===== src/rtl/plru_state_updater_pkg.sv =====
// Shared types and helpers for the PLRU read-modify-write controller.
package plru_state_updater_pkg;

  typedef enum logic [1:0] {
    ST_IDLE   = 2'd0,
    ST_UPDATE = 2'd1,
    ST_FLUSH  = 2'd2
  } plru_state_e;

  function automatic int unsigned plru_width(input int unsigned ways);
    return ways - 1;
  endfunction

endpackage


===== src/rtl/plru_state_updater_if.sv =====
// Request/response, flush and LUTRAM access signals of the PLRU updater.
interface plru_state_updater_if
  import plru_state_updater_pkg::*;
#(
  parameter int unsigned SET_PTR_WIDTH_IN_BITS = 6,
  parameter int unsigned WAY_PTR_WIDTH_IN_BITS = 2,
  parameter int unsigned PLRU_WIDTH_IN_BITS    = plru_width(4)
) ();

  logic                             req_valid_in;
  logic                             req_ready_out;
  logic [SET_PTR_WIDTH_IN_BITS-1:0] req_set_in;
  logic                             req_hit_in;
  logic [WAY_PTR_WIDTH_IN_BITS-1:0] req_way_in;
  logic                             resp_valid_out;
  logic [WAY_PTR_WIDTH_IN_BITS-1:0] resp_way_out;
  logic                             flush_in;
  logic                             flush_done_out;
  logic                             lutram_access_en_out;
  logic                             lutram_write_en_out;
  logic [SET_PTR_WIDTH_IN_BITS-1:0] lutram_set_addr_out;
  logic [PLRU_WIDTH_IN_BITS-1:0]    lutram_write_element_out;
  logic [PLRU_WIDTH_IN_BITS-1:0]    lutram_read_element_in;

  modport slave (
    input  req_valid_in, req_set_in, req_hit_in, req_way_in, flush_in,
           lutram_read_element_in,
    output req_ready_out, resp_valid_out, resp_way_out, flush_done_out,
           lutram_access_en_out, lutram_write_en_out, lutram_set_addr_out,
           lutram_write_element_out
  );

  modport master (
    output req_valid_in, req_set_in, req_hit_in, req_way_in, flush_in,
           lutram_read_element_in,
    input  req_ready_out, resp_valid_out, resp_way_out, flush_done_out,
           lutram_access_en_out, lutram_write_en_out, lutram_set_addr_out,
           lutram_write_element_out
  );

endinterface


===== src/rtl/plru_state_updater_tree_logic.sv =====
// Combinational heap-indexed tree PLRU: victim selection and access update.
module plru_tree_logic
  import plru_state_updater_pkg::*;
#(
  parameter int unsigned NUMBER_WAYS           = 4,
  parameter int unsigned WAY_PTR_WIDTH_IN_BITS = $clog2(NUMBER_WAYS),
  parameter int unsigned PLRU_WIDTH_IN_BITS    = plru_width(NUMBER_WAYS)
) (
  input  logic [PLRU_WIDTH_IN_BITS-1:0]    tree_bits_in,
  input  logic [WAY_PTR_WIDTH_IN_BITS-1:0] access_way_in,
  output logic [WAY_PTR_WIDTH_IN_BITS-1:0] victim_way_out,
  output logic [PLRU_WIDTH_IN_BITS-1:0]    updated_bits_out
);

  localparam int unsigned LEVELS = WAY_PTR_WIDTH_IN_BITS;

  // Victim and update walks live in separate blocks so the caller may feed
  // the victim back in as the access way without a combinational loop.
  always_comb begin
    int unsigned v_node;
    logic        v_bit;
    victim_way_out = '0;
    v_node         = 0;
    v_bit          = 1'b0;
    for (int unsigned lvl = 0; lvl < LEVELS; lvl++) begin
      v_bit                            = tree_bits_in[v_node];
      victim_way_out[LEVELS - 1 - lvl] = v_bit;
      v_node                           = 2 * v_node + 1 + (v_bit ? 1 : 0);
    end
  end

  always_comb begin
    int unsigned u_node;
    logic        u_bit;
    updated_bits_out = tree_bits_in;
    u_node           = 0;
    u_bit            = 1'b0;
    for (int unsigned lvl = 0; lvl < LEVELS; lvl++) begin
      u_bit                    = access_way_in[LEVELS - 1 - lvl];
      updated_bits_out[u_node] = ~u_bit;
      u_node                   = 2 * u_node + 1 + (u_bit ? 1 : 0);
    end
  end

endmodule


===== src/rtl/plru_state_updater.sv =====
// Read-modify-write controller for per-set tree-PLRU bits held in a LUTRAM,
// with a sweep flush that zeroes every set.
module plru_state_updater
  import plru_state_updater_pkg::*;
#(
  parameter int unsigned NUMBER_WAYS           = 4,
  parameter int unsigned NUMBER_SETS           = 64,
  parameter int unsigned SET_PTR_WIDTH_IN_BITS = $clog2(NUMBER_SETS),
  parameter int unsigned WAY_PTR_WIDTH_IN_BITS = $clog2(NUMBER_WAYS),
  parameter int unsigned PLRU_WIDTH_IN_BITS    = plru_width(NUMBER_WAYS)
) (
  input  logic                 clk_in,
  input  logic                 reset_in,
  plru_state_updater_if.slave  bus
);

  localparam logic [SET_PTR_WIDTH_IN_BITS-1:0] LAST_SET =
    SET_PTR_WIDTH_IN_BITS'(NUMBER_SETS - 1);

  plru_state_e                      state_q;
  logic [SET_PTR_WIDTH_IN_BITS-1:0] flush_cnt_q;
  logic                             pending_flush_q;
  logic [SET_PTR_WIDTH_IN_BITS-1:0] cap_set_q;
  logic                             cap_hit_q;
  logic [WAY_PTR_WIDTH_IN_BITS-1:0] cap_way_q;
  logic                             resp_valid_q;
  logic [WAY_PTR_WIDTH_IN_BITS-1:0] resp_way_q;
  logic                             flush_done_q;

  logic                             flush_req;
  logic                             ready;
  logic                             accept;
  logic [WAY_PTR_WIDTH_IN_BITS-1:0] victim_way;
  logic [WAY_PTR_WIDTH_IN_BITS-1:0] eff_way;
  logic [PLRU_WIDTH_IN_BITS-1:0]    updated_bits;

  plru_tree_logic #(
    .NUMBER_WAYS           (NUMBER_WAYS),
    .WAY_PTR_WIDTH_IN_BITS (WAY_PTR_WIDTH_IN_BITS),
    .PLRU_WIDTH_IN_BITS    (PLRU_WIDTH_IN_BITS)
  ) u_tree (
    .tree_bits_in     (bus.lutram_read_element_in),
    .access_way_in    (eff_way),
    .victim_way_out   (victim_way),
    .updated_bits_out (updated_bits)
  );

  assign eff_way   = cap_hit_q ? cap_way_q : victim_way;
  assign flush_req = bus.flush_in | pending_flush_q;
  // reset_in gates ready so nothing is accepted or read while held in reset.
  assign ready     = (state_q == ST_IDLE) && !flush_req && reset_in;
  assign accept    = ready && bus.req_valid_in;

  always_ff @(posedge clk_in or negedge reset_in) begin
    if (!reset_in) begin
      state_q         <= ST_IDLE;
      flush_cnt_q     <= '0;
      pending_flush_q <= 1'b0;
      cap_set_q       <= '0;
      cap_hit_q       <= 1'b0;
      cap_way_q       <= '0;
      resp_valid_q    <= 1'b0;
      resp_way_q      <= '0;
      flush_done_q    <= 1'b0;
    end else begin
      resp_valid_q <= 1'b0;
      flush_done_q <= 1'b0;
      case (state_q)
        ST_IDLE: begin
          if (flush_req) begin
            state_q         <= ST_FLUSH;
            flush_cnt_q     <= '0;
            pending_flush_q <= 1'b0;
          end else if (bus.req_valid_in) begin
            cap_set_q <= bus.req_set_in;
            cap_hit_q <= bus.req_hit_in;
            cap_way_q <= bus.req_way_in;
            state_q   <= ST_UPDATE;
          end
        end
        ST_UPDATE: begin
          if (bus.flush_in) pending_flush_q <= 1'b1;
          resp_valid_q <= 1'b1;
          resp_way_q   <= eff_way;
          state_q      <= ST_IDLE;
        end
        ST_FLUSH: begin
          if (bus.flush_in) pending_flush_q <= 1'b1;
          if (flush_cnt_q == LAST_SET) begin
            flush_done_q <= 1'b1;
            flush_cnt_q  <= '0;
            state_q      <= ST_IDLE;
          end else begin
            flush_cnt_q <= flush_cnt_q + 1'b1;
          end
        end
        default: state_q <= ST_IDLE;
      endcase
    end
  end

  always_comb begin
    bus.lutram_access_en_out     = 1'b0;
    bus.lutram_write_en_out      = 1'b0;
    bus.lutram_set_addr_out      = '0;
    bus.lutram_write_element_out = '0;
    case (state_q)
      ST_IDLE: begin
        if (accept) begin
          bus.lutram_access_en_out = 1'b1;
          bus.lutram_set_addr_out  = bus.req_set_in;
        end
      end
      ST_UPDATE: begin
        bus.lutram_access_en_out     = 1'b1;
        bus.lutram_write_en_out      = 1'b1;
        bus.lutram_set_addr_out      = cap_set_q;
        bus.lutram_write_element_out = updated_bits;
      end
      ST_FLUSH: begin
        bus.lutram_access_en_out = 1'b1;
        bus.lutram_write_en_out  = 1'b1;
        bus.lutram_set_addr_out  = flush_cnt_q;
      end
      default: ;
    endcase
  end

  assign bus.req_ready_out  = ready;
  assign bus.resp_valid_out = resp_valid_q;
  assign bus.resp_way_out   = resp_way_q;
  assign bus.flush_done_out = flush_done_q;

endmodule


===== src/flat_wrapper.sv =====
// flat-port wrapper written by rule: the top's interface ports become plain ports
module plru_state_updater_flat import plru_state_updater_pkg::*;
#(
  parameter int unsigned NUMBER_WAYS           = 4,
  parameter int unsigned NUMBER_SETS           = 64,
  parameter int unsigned SET_PTR_WIDTH_IN_BITS = $clog2(NUMBER_SETS),
  parameter int unsigned WAY_PTR_WIDTH_IN_BITS = $clog2(NUMBER_WAYS),
  parameter int unsigned PLRU_WIDTH_IN_BITS    = plru_width(NUMBER_WAYS)
)
  (clk_in, reset_in, bus_req_valid_in, bus_req_set_in, bus_req_hit_in, bus_req_way_in, bus_flush_in, bus_lutram_read_element_in, bus_req_ready_out, bus_resp_valid_out, bus_resp_way_out, bus_flush_done_out, bus_lutram_access_en_out, bus_lutram_write_en_out, bus_lutram_set_addr_out, bus_lutram_write_element_out);
  plru_state_updater_if #(.SET_PTR_WIDTH_IN_BITS(SET_PTR_WIDTH_IN_BITS), .WAY_PTR_WIDTH_IN_BITS(WAY_PTR_WIDTH_IN_BITS), .PLRU_WIDTH_IN_BITS(PLRU_WIDTH_IN_BITS)) bus_i ();
  input  logic clk_in;
  input  logic reset_in;
  input wire logic [$bits(bus_i.req_valid_in)-1:0] bus_req_valid_in;
  input wire logic [$bits(bus_i.req_set_in)-1:0] bus_req_set_in;
  input wire logic [$bits(bus_i.req_hit_in)-1:0] bus_req_hit_in;
  input wire logic [$bits(bus_i.req_way_in)-1:0] bus_req_way_in;
  input wire logic [$bits(bus_i.flush_in)-1:0] bus_flush_in;
  input wire logic [$bits(bus_i.lutram_read_element_in)-1:0] bus_lutram_read_element_in;
  output wire logic [$bits(bus_i.req_ready_out)-1:0] bus_req_ready_out;
  output wire logic [$bits(bus_i.resp_valid_out)-1:0] bus_resp_valid_out;
  output wire logic [$bits(bus_i.resp_way_out)-1:0] bus_resp_way_out;
  output wire logic [$bits(bus_i.flush_done_out)-1:0] bus_flush_done_out;
  output wire logic [$bits(bus_i.lutram_access_en_out)-1:0] bus_lutram_access_en_out;
  output wire logic [$bits(bus_i.lutram_write_en_out)-1:0] bus_lutram_write_en_out;
  output wire logic [$bits(bus_i.lutram_set_addr_out)-1:0] bus_lutram_set_addr_out;
  output wire logic [$bits(bus_i.lutram_write_element_out)-1:0] bus_lutram_write_element_out;
  assign bus_i.req_valid_in = bus_req_valid_in;
  assign bus_i.req_set_in = bus_req_set_in;
  assign bus_i.req_hit_in = bus_req_hit_in;
  assign bus_i.req_way_in = bus_req_way_in;
  assign bus_i.flush_in = bus_flush_in;
  assign bus_i.lutram_read_element_in = bus_lutram_read_element_in;
  assign bus_req_ready_out = bus_i.req_ready_out;
  assign bus_resp_valid_out = bus_i.resp_valid_out;
  assign bus_resp_way_out = bus_i.resp_way_out;
  assign bus_flush_done_out = bus_i.flush_done_out;
  assign bus_lutram_access_en_out = bus_i.lutram_access_en_out;
  assign bus_lutram_write_en_out = bus_i.lutram_write_en_out;
  assign bus_lutram_set_addr_out = bus_i.lutram_set_addr_out;
  assign bus_lutram_write_element_out = bus_i.lutram_write_element_out;
  plru_state_updater #(.NUMBER_WAYS(NUMBER_WAYS), .NUMBER_SETS(NUMBER_SETS), .SET_PTR_WIDTH_IN_BITS(SET_PTR_WIDTH_IN_BITS), .WAY_PTR_WIDTH_IN_BITS(WAY_PTR_WIDTH_IN_BITS), .PLRU_WIDTH_IN_BITS(PLRU_WIDTH_IN_BITS)) u_core (.clk_in(clk_in), .reset_in(reset_in), .bus(bus_i));
endmodule

===== config.mk =====
export PLATFORM = sky130hd
export DESIGN_NAME = plru_state_updater_flat
export DESIGN_NICKNAME = d
export VERILOG_FILES = /design/src/rtl/plru_state_updater_pkg.sv /design/src/rtl/plru_state_updater_if.sv /design/src/rtl/plru_state_updater_tree_logic.sv /design/src/rtl/plru_state_updater.sv /design/src/flat_wrapper.sv
export SDC_FILE = /design/constraint.sdc
export NUM_CORES = 1
export LEC_CHECK = 0
export ABC_AREA = 1
export BUFFER_PORTS_ARGS = -buffer_cell sky130_fd_sc_hd__buf_2
export CORE_MARGIN = 1
export CORE_UTILIZATION = 30
export DETAILED_ROUTE_END_ITERATION = 7
export PLACE_DENSITY = 0.51
export SLEW_MARGIN = 20
export SYNTH_ARGS = -nofsm -noshare
export SYNTH_HDL_FRONTEND = slang
export SYNTH_SLANG_ARGS = --single-unit

===== constraint.sdc =====
create_clock -name clk_in -period 3.3 [get_ports clk_in]
set_clock_uncertainty 0.05 [all_clocks]
set_input_delay 0.99 -clock clk_in [delete_from_list [all_inputs] [get_ports clk_in]]
set_output_delay 0.99 -clock clk_in [all_outputs]
set_load 0.005 [all_outputs]

Word-level counts from Yosys, hierarchy flattened
Index checks and enable logic that the tools add are counted.

$add $sub $neg: 3. Muxes and demuxes: 27. Magnitude comparators: 3. Bitwise logic cells: 4. Reductions and logical operators: 13. Equal/unequal tests: 7.

Operators with widths (number): 1-bit by 32-bit adder with 32-bit output, first input constant (1); 32-bit by 3-bit less-than comparator with 1-bit output, second input constant (1); 6-bit two-way mux (3); 6-bit case mux with 3 select lines (1); 6-bit case mux with 2 select lines (1); 1-bit two-way mux (11); 2-bit two-way mux (4); 6-bit by 1-bit adder with 6-bit output, second input constant (1); 6-bit equality test, second input constant (1); 2-bit by 1-bit inequality test with 1-bit output, second input constant (3); 3-bit AND reduction (2); 1-bit logical AND (4); 1-bit case mux with 2 select lines (2); 2-bit case mux with 2 select lines (1); 2-bit AND reduction (2); 2-bit nonzero test (2); 3-bit bitwise mux (1); 2-bit by 3-bit less-than comparator with 1-bit output, second input constant (1); 3-bit two-way mux (1); 3-bit by 2-bit inequality test with 1-bit output, second input constant (1); 1-bit inverter (3); 1-bit by 1-bit adder with 2-bit output, first input constant (1); 1-bit binary-select mux with 2-bit select (1); 1-bit demux with 2-bit select (1); other kinds (7) (7).

Input port bits: 16. Register bits after elaboration: 22. Word-level logic and storage cells: 66.

Depth between registers and ports, before layout
Depth in word-level cells: 13. Depth in mapped cells: 9.

Hierarchy
From an unflattened synthesis, not the netlist that was laid out.

Cell total of the unflattened synthesis: 185. Area, all modules: 1300.0 µm².

Modules (own cells, without submodules): plru_state_updater (times used 1, seq. area each 550.5 µm², cells each 173, area an instance 1249.9 µm²); plru_tree_logic (times used 1, seq. area each 0.0 µm², cells each 12, area an instance 50.0 µm²).

Worst setup path after synthesis
Ideal clock, no wire load.

Path type: input port to output port. Start: input bus_flush_in. End: output bus_lutram_set_addr_out[0]. Setup slack: 673 ps. Buffers on the path: 0. Required time: 2260 ps. Stages: 5. Arrival time: 1587 ps. Cells stage by stage: inv_1 -> nand2_1 -> nor2_4 -> nand3_1 -> a21oi_1.

Cells in the longest elaborated chain, start to end: 7.

RTL lines: start, declared (RTL line flat_wrapper.sv:18) `input wire logic [$bits(bus_i.flush_in)-1:0] bus_flush_in;`; 1-bit OR (RTL line plru_state_updater.sv:49) `assign flush_req = bus.flush_in | pending_flush_q;`; 1-bit logical NOT (RTL line plru_state_updater.sv:51) `assign ready = (state_q == ST_IDLE) && !flush_req && reset_in;`; 1-bit logical AND (2 in series) (RTL line plru_state_updater.sv:51); via bus_req_ready_out (RTL line flat_wrapper.sv:20) `output wire logic [$bits(bus_i.req_ready_out)-1:0] bus_req_ready_out;`; 1-bit logical AND (RTL line plru_state_updater.sv:52) `assign accept = ready && bus.req_valid_in;`; 6-bit two-way mux (RTL line plru_state_updater.sv:109) `if (accept) begin`; 6-bit case mux with 3 select lines (RTL line plru_state_updater.sv:107) `case (state_q)`; end, declared (RTL line flat_wrapper.sv:26) `output wire logic [$bits(bus_i.lutram_set_addr_out)-1:0] bus_lutram_set_addr_out;`.

The timed path passes the listed nets, and every way through them passes these cells.

Final worst setup path
Start: input bus_flush_in. End: output bus_lutram_set_addr_out[5].

Cells in the longest elaborated chain, start to end: 7.

RTL lines (RTL line): 1-bit OR (plru_state_updater.sv:49); 1-bit logical NOT (plru_state_updater.sv:51); 1-bit logical AND (2 in series) (plru_state_updater.sv:51); 1-bit logical AND (plru_state_updater.sv:52); 6-bit two-way mux (plru_state_updater.sv:109); 6-bit case mux with 3 select lines (plru_state_updater.sv:107).

Every way passes these cells.

==> impl_metrics.toml <==
[grt]
grt_pass1_vias = 1120
antenna_found_initial = 0
grt_start_max_net_pins = 23
grt_util_all_layers_pct = 15.2
grt_pass1_wl_um = 5090
gr-total-overflow = 0

[worst_setup_path]
crit_required_ns = 2.26
path_cells = "buf_2 > inv_1 > nand2_1 > nor2_4 > nand3_1 > a21oi_1 > buf_2"
path_max_fanout = 8
worstSetupEndpointType = "output port"
r2r-end = "u_core.cap_way_q[0]"
worst-setup-path-type = "input pin to output port"
regToRegSetupSlack_ns = 1.61
worstPathArrival_ns = 1.90
reg2reg_depth = 7
slowest_stage = "nor2_4"
r2r_start = "u_core.state_q[0]"
cp-start-kind = "input pin"
cpPeakStageDelay_ns = 0.22
cp_common_cell = "buf_2"

[synth]
synth_top_family_by_area = "simple AND/OR/NAND/NOR gates"
yosysSeqAreaShare_pct = 42.8
synth_edf_count = 0
synth_cell_types = 18
yosysTopAreaCellShare_pct = 42.8
synth_area_leaders = "dfrtp_1, nand2_1, inv_1"
synth_top_cell_by_area = "dfrtp_1"
synth-simple-area-share_pct = 29.0
syn_nets = 199
synth_top_flop_cell = "dfrtp_1"
synth_xor_area_share_pct = 0
synth_area_per_cell_sq_um = 7.23
synth_compound_area_share_pct = 13.3
ys_seq_elements = 22
async_flop_share_pct = 100
synthCells = 178
syn_area_sq_um = 1290
synthMuxAreaShare_pct = 0
yosys_warnings = 0
yosys.area_share.adder_pct = 4.86

[floorplanning]
rows = 23
pin_count = 32
coreArea_sq_um = 4060
die-area_sq_um = 4560
die_h_um = 67.5
die_w_um = 67.5
initial_core_util_pct = 31.7

[outcome]
status = "completed"

[clock_network]
clk_latency_ns = 0.26
cts_buffers = 3
cts_tree = "done"
cts_max_level = 1
clk_pin_slew_ns = 0.08
clockBufferDepth = 2
cts_setup_buffers = 0
ctsHoldBuffers = 0
cts.sinks = 22
cts_root_buf = "clkbuf_8"
cts_resized = 0

[final_layout]
final_common_cell = "nand2_1"
nNetsFinal = 232
fin_cells = 260
drive_gt1_share_pct = 19.5
syn_to_final_growth_pct = 19.8
antenna_cells = 0
final_cell_mix = "nand2_1, buf_2, inv_1"
fin_area_sq_um = 1540
fillers = 455

[min_path]
hold_depth = 2
holdPathEnd = "u_core.cap_way_q[0]"
hp-class = "flip-flop to flip-flop"
min_from = "u_core.cap_way_q[0]"

[power_and_ir_drop]
powerDensity_nw_per_um2 = 734
leakagePower_nw = 0.804
ir_drop_uv = 319

[sta]
rsz0062_at_grt = "false"
worstMarginPinSlew_ns = 0.368
timing.final.crit_period_ns = 2.94
setup_violations = 0
fmaxAchievable_mhz = 340
drv_slew = 0
tns_ns = 0
period_share_pct = 89.2
layout_setup_ws_ns = 0.356
final_hold_viol_count = 0
slew-limit-headroom_pct = 75.2

[drt]
dr.max_layer_used = "met4"
wl_met2_um = 1200
met1_length_um = 1530
wl_per_cell_um = 11.2
drc = 0
drtAntennaViolNets = 0
vias_per_cell = 4.46
route.met3.wl_um = 153
via_count = 1159
wirelength_um = 2920
first_pass_iters = 4
dr.first_iter.drc_count = 45

[place]
dpl_worst_slack_ns = 0.362
dp_cells = 256
portBuffers = 31
dp_hpwl_um = 2260
gp_congestion = 0.756
placed_area_sq_um = 1490

[run]
cap_violations = 0
[cell usage after synthesis, types with 2 or more instances]
library cell / count
a21oi_1: 11
buf_2: 2
dfrtp_1: 22
ha_1: 5
inv_1: 28
nand2_1: 61
nand3_1: 12
nor2_1: 9
nor2_4: 2
o21ai_0: 18
[where the power goes]
part           internal (mW)  leakage, nW  total (mW)  switching [mW]
logic                  0.198        0.491       0.525           0.327
clock network          0.106       0.0288       0.193          0.0867
registers              0.364        0.284       0.414          0.0503
total                  0.668        0.804        1.13           0.464
[per-stage QoR]
stage,util [%],hold slack (ns),power (mW)
2_1_floorplan,-,0.387,0.781
3_3_place_gp,36.7,0.409,0.949
3_5_place_dp,36.7,0.417,0.951
4_1_cts,38.0,0.438,1.15
5_1_grt,38.0,0.461,1.26
6_report,38.0,0.431,1.13
[state kept, by name, indices dropped and copies added, names as in the netlist]
| name | count |
|---|---|
| u_core.bus.flush_done_out | 1 |
| u_core.cap_way_q | 2 |
| u_core.cap_hit_q | 1 |
| u_core.flush_cnt_q | 6 |
| u_core.cap_set_q | 6 |
| u_core.bus.resp_way_out | 2 |
| u_core.pending_flush_q | 1 |
| u_core.bus.resp_valid_out | 1 |
| u_core.state_q | 2 |
[cell type report]
cell class | count | area (sq um) | share of cell area, %
Clock buffer | 4 | 55.1 | 3.57
Inverter | 28 | 105 | 6.81
Sequential cell | 22 | 551 | 35.7
Tap cell | 50 | 62.6 | 4.06
Timing Repair Buffer | 32 | 163 | 10.5
Multi-Input combinational cell | 124 | 607 | 39.3
[logic make-up (layout without fill, tap and decap cells)]
group                    count (synthesis)  in the layout
AND/OR/NAND/NOR                         88             88
buffers and inverters                   32             64
AO/OA/AOI/OAI                           31             31
flip-flops                              22             22
adder cells (fa/ha/maj)                  5              5
[worst max-delay path by stage]
stage                      start                    endpoint  slack, ns  cells after the start
detailed placement  bus_flush_in  bus_lutram_set_addr_out[5]       0.36                      7
CTS                 bus_flush_in  bus_lutram_set_addr_out[5]       0.36                      7
global placement    bus_flush_in  bus_lutram_set_addr_out[1]       0.36                      7
global route        bus_flush_in  bus_lutram_set_addr_out[1]       0.24                      7
floorplan           bus_flush_in  bus_lutram_set_addr_out[0]       0.67                      5
finish              bus_flush_in  bus_lutram_set_addr_out[5]       0.36                      7
[layer usage]
layer  global-route usage (%)  vias to the layer above
met5                        0                        -
met4                     4.79                        0
met3                     4.05                        5
met2                     23.5                       25
met1                     20.3                      509
li1                         -                      620
[critical path, delay by kind of cell]
family	cells	cell delay, ns
and+or+nand+nor	3	0.47
buffers and inverters	3	0.31
AOI/OAI and AO/OA	1	0.13
(Power assumes the default switching activity.)
